<file path="config.mk">
export PLATFORM = sky130hd
export DESIGN_NAME = mult_pipe_unit
export DESIGN_NICKNAME = d
export VERILOG_FILES = /design/src/rtl/mult_pipe_unit.sv
export SDC_FILE = /design/constraint.sdc
export NUM_CORES = 2
export LEC_CHECK = 0
export CORE_MARGIN = 3
export CORE_UTILIZATION = 45
export DETAILED_ROUTE_END_ITERATION = 7
export DONT_BUFFER_PORTS = 1
export SLEW_MARGIN = 20
export SYNTH_ARGS = -nofsm -noshare
export SYNTH_HDL_FRONTEND = slang
export SYNTH_SLANG_ARGS = --single-unit
</file>
<file path="constraint.sdc">
create_clock -name clk -period 12.98 [get_ports clk]
set_clock_uncertainty 0.15 [all_clocks]
set_input_delay 2.596 -clock clk [delete_from_list [all_inputs] [get_ports clk]]
set_output_delay 2.596 -clock clk [all_outputs]
set_load 0.005 [all_outputs]
</file>
<file path="src/rtl/mult_pipe_unit.sv">
// Pipelined RV32M-style multiplier for the EX stage: configurable width and depth,
// with stall, trap flush, in-flight destination flags and a single writeback port.
`timescale 1ns/1ps
module mult_pipe_unit #(
    parameter int XLEN   = 32,
    parameter int STAGES = 3
) (
    input  logic            clk,
    input  logic            rst,
    input  logic [XLEN-1:0] a_i,
    input  logic [XLEN-1:0] b_i,
    input  logic            use_i,
    input  logic [1:0]      mult_type_i,
    input  logic [4:0]      rd_addr_i,
    input  logic            stall_i,
    input  logic            flush_i,
    output logic [XLEN-1:0] rd_data_o,
    output logic            rd_we_o,
    output logic [4:0]      rd_addr_o,
    output logic [31:0]     rd_addr_flags_o,
    output logic            busy_o
);

    typedef enum logic [1:0] {
        MUL_LO   = 2'b00,
        MUL_HSS  = 2'b01,
        MUL_HSU  = 2'b10,
        MUL_HUU  = 2'b11
    } mult_type_t;

    logic                  accept;
    logic                  a_signed;
    logic                  b_signed;
    logic [2*XLEN-1:0]     a_wide;
    logic [2*XLEN-1:0]     b_wide;
    logic [2*XLEN-1:0]     prod_next;

    logic                  valid  [1:STAGES];
    logic [4:0]            rd_q   [1:STAGES];
    logic [1:0]            type_q [1:STAGES];
    logic [2*XLEN-1:0]     prod_q [1:STAGES];

    assign accept = use_i & ~stall_i & ~flush_i;

    // Extending straight to 2*XLEN is equivalent to the XLEN+1 signed product, truncated.
    always_comb begin
        a_signed  = (mult_type_i != MUL_HUU);
        b_signed  = (mult_type_i == MUL_LO) || (mult_type_i == MUL_HSS);
        a_wide    = {{XLEN{a_signed & a_i[XLEN-1]}}, a_i};
        b_wide    = {{XLEN{b_signed & b_i[XLEN-1]}}, b_i};
        prod_next = a_wide * b_wide;
    end

    always_ff @(posedge clk) begin
        if (rst) begin
            for (int k = 1; k <= STAGES; k++) begin
                valid[k]  <= 1'b0;
                rd_q[k]   <= '0;
                type_q[k] <= '0;
                prod_q[k] <= '0;
            end
        end else if (flush_i) begin
            for (int k = 1; k <= STAGES; k++) begin
                valid[k] <= 1'b0;
            end
        end else if (!stall_i) begin
            valid[1]  <= accept;
            rd_q[1]   <= rd_addr_i;
            type_q[1] <= mult_type_i;
            prod_q[1] <= prod_next;
            for (int k = STAGES; k >= 2; k--) begin
                valid[k]  <= valid[k-1];
                rd_q[k]   <= rd_q[k-1];
                type_q[k] <= type_q[k-1];
                prod_q[k] <= prod_q[k-1];
            end
        end
    end

    // Outputs are gated by rst so they read zero for the whole reset cycle.
    always_comb begin
        rd_we_o   = ~rst & valid[STAGES] & (rd_q[STAGES] != 5'd0) & ~stall_i & ~flush_i;
        rd_addr_o = '0;
        rd_data_o = '0;
        if (!rst && valid[STAGES]) begin
            rd_addr_o = rd_q[STAGES];
            rd_data_o = (type_q[STAGES] == MUL_LO) ? prod_q[STAGES][XLEN-1:0]
                                                   : prod_q[STAGES][2*XLEN-1:XLEN];
        end
    end

    always_comb begin
        busy_o          = 1'b0;
        rd_addr_flags_o = '0;
        for (int k = 1; k <= STAGES; k++) begin
            busy_o = busy_o | valid[k];
            if (valid[k]) begin
                rd_addr_flags_o[rd_q[k]] = 1'b1;
            end
        end
        if (use_i && !flush_i) begin
            rd_addr_flags_o[rd_addr_i] = 1'b1;
        end
        rd_addr_flags_o[0] = 1'b0;
        if (rst || flush_i) begin
            rd_addr_flags_o = '0;
        end
        if (rst) begin
            busy_o = 1'b0;
        end
    end

endmodule

</file>
==> impl_metrics.csv <==
group,metric,value,unit
drt,detail_route.vias_per_cell,5.24,
global_routing,grt_pass1_vias,35500,
min_path,hold_depth,1,
floorplanning,num_rows,118,
cells_and_area,area_delta_synth_final,3.31,%
cts,clock_latency,510,ps
status,outcome,"complete, no violations",
synth,yosysSeqAreaShare,13.7,%
min_path,hold_path_end,"prod_q[0][199]",
drt,drc,0,
synth,synth_area_leader_cell,"fa_1",
timing,fin_tns_setup,0,ps
place,dp_hpwl,97700,um
setup_path,critPathLaunchType,"input pin",
synth,syn-cell-area,0.0475,sq mm
synth,async_flop_share,0,%
setup_path,path_delay_family,"adder cells",
drt,vias,32300,
cts,cts_resized,0,
cts,ctsHoldBuffers,0,
timing,relSlewSlack,20.0,%
drt,drtPass1Iterations,8,
timing,setup_viol,0,
setup_path,crit_path_frequent_cell,"fa_1",
synth,synth_common_cells,"fa_1, inv_1, nand2_1",
setup_path,cp_max_fo,33,
timing,worst_pin_slew,1200,ps
drt,drt-total-wl,125000,um
synth,synth_area_leaders,"fa_1, edfxtp_1, inv_1",
cts,clockRootBuffer,"clkbuf_16",
synth,ys.flop_type,"edfxtp_1",
global_routing,grt_use_total,23.9,%
synth,synth-seq-cells,216,
setup_path,ff2ff_path_depth,1,
cts,cts_tree,"yes",
global_routing,antenna_found_initial,2,
setup_path,r2r_slack,11860,ps
cells_and_area,finalInstanceArea,0.0490,sq mm
timing,min_period,10540,ps
min_path,min_from,"prod_q[0][135]",
cts,clk_pin_slew_worst_paths,60,ps
synth,ys_types,64,
synth,synthCells,4990,
synth,syn_avg_cell_area,9.51,sq um
place,io_buffers,0,
timing,worst_slack,2440,ps
synth,synth_fp_nets,6403,
timing,hold_violations,0,
timing,grt_setup_unrepaired,"false",
setup_path,critical_path_class,"in2reg",
floorplanning,die_h,331,um
global_routing,grt_max_degree,199,
global_routing,overflow,0,
run,cap_violations,0,
drt,drt_iter0_drc,2118,
floorplanning,die_w,331,um
setup_path,setup.worst_path.end_class,"register",
place,place_area,0.0483,sq mm
synth,synth_top_area_share,47.4,%
min_path,hold_class,"reg2reg",
drt,ant_nets,0,
global_routing,grt_pass1_wl,203000,um
setup_path,path_cells,"a21boi_2 -> buf_4 -> nand2_1 -> fa_1 -> fa_1 -> inv_1 -> fa_1 -> buf_4 -> inv_1 -> fa_1 -> inv_1 -> fa_1 -> fa_1 -> fa_1 -> inv_1 -> fa_1 -> inv_1 -> ha_1 -> a21o_1 -> a21oi_1 -> a21boi_0 -> a2111oi_2 -> o211ai_1 -> o211ai_2",
synth,synth_edf_count,216,
setup_path,cp_slowest_stage_delay,830,ps
cells_and_area,drive_gt1_share,1.57,%
floorplanning,start_util,45.6,%
floorplanning,die-area,0.109,sq mm
setup_path,crit_arrival,10640,ps
timing,drv_slew,0,
floorplanning,io_pins,147,
synth,yosysWarningCount,0,
setup_path,crit_slowest_cell,"fa_1",
synth,yosysMostFrequentCell,"fa_1",
cts,cts_buffers,23,
setup_path,crit_buf_inv,7,
setup_path,worstReg2RegStart,"rd_q[0][13]",
drt,post_drt_wl_per_cell,20.4,um
cts,cts_buffer_depth,3,
cells_and_area,finalNetCount,6173,
cts,h-tree-depth,1,
setup_path,r2r-end,"rd_q[0][18]",
place,gp_congestion,0.898,
cts,post_cts_buffers,0,
place,preCtsSetupSlack,1890,ps
cts,cts_sinks,216,
timing,post-route-period-util,81.2,%
floorplanning,core,0.104,sq mm
timing,fmax,94.9,MHz
setup_path,worstPathRequired,13080,ps
-- flip-flops by register name, summed over array words and instances (netlist names) --
register / cells
rd_q: 15
prod_q: 192
valid: 3
type_q: 6
-- cells in the final DEF (no fill, tap or decap), types with 18 or more instances in the layout --
cell          n
fa_1       1125
inv_1      1110
nand2_1     891
and2_1      516
edfxtp_1    216
ha_1        212
a21oi_1     111
nor2_1      107
nor3_1       43
xnor2_1      40
o21ai_0      36
a31oi_1      31
a22oi_1      29
a21o_1       27
clkbuf_16    23
nor3b_1      21
and3_1       20
or2_2        19
o21a_1       18
-- per-layer routing --
| layer | up-vias | wire length (um) | global-route usage, % |
|---|---|---|---|
| met1 | 16900 | 55900 | 34.6 |
| met4 | 0 | 1340 | 2.95 |
| met2 | 1043 | 57800 | 38.8 |
| met5 | - | 0 | 0 |
| met3 | 114 | 10200 | 4.31 |
| li1 | 14200 | - | - |
-- worst max-delay path by stage --
stage / end / startpoint / slack (ps) / depth (start not counted)
2_1_floorplan: prod_q[0][127] / a_i[31] / 2650 / 23
3_3_place_gp: prod_q[0][127] / a_i[31] / 2010 / 24
3_5_place_dp: prod_q[0][127] / a_i[31] / 1890 / 24
4_1_cts: prod_q[0][127] / a_i[31] / 2450 / 24
5_1_grt: prod_q[0][127] / a_i[31] / 2120 / 24
6_report: prod_q[0][127] / a_i[31] / 2440 / 24
-- cells by family after synthesis --
logic type | after synthesis | synth area share, %
AOI/OAI and AO/OA | 327 | 4.55
xor gates and xnor gates | 54 | 0.996
adders and majority gates | 1337 | 53.0
buffers and inverters | 1375 | 10.9
DFF | 216 | 13.7
muxes | 3 | 0.0633
other | 1 | 0.00790
and+or+nand+nor | 1677 | 16.8
-- metrics by stage --
stage / util [%] / hold slack, ps / cells
global route: 47.1 / 376 / 6153
CTS: 47.1 / 365 / 6151
global placement: 46.4 / 349 / 6115
finish: 47.1 / 363 / 6153
detailed placement: 46.4 / 352 / 6115
floorplan: - / 347 / 4990
-- final cells by class --
class | count | area, sq um
fillers | 9905 | 55000
multi-input cells | 3399 | 35900
flip-flops and latches | 216 | 6490
inverters | 1110 | 4170
well taps | 1380 | 1730
clock buffers | 25 | 583
clock inverters | 11 | 141
repair buffers | 10 | 87.6
diodes | 2 | 5.00
Power is not shown: default switching activity piles up to over one toggle a cycle in this logic, so the estimate is an artifact.
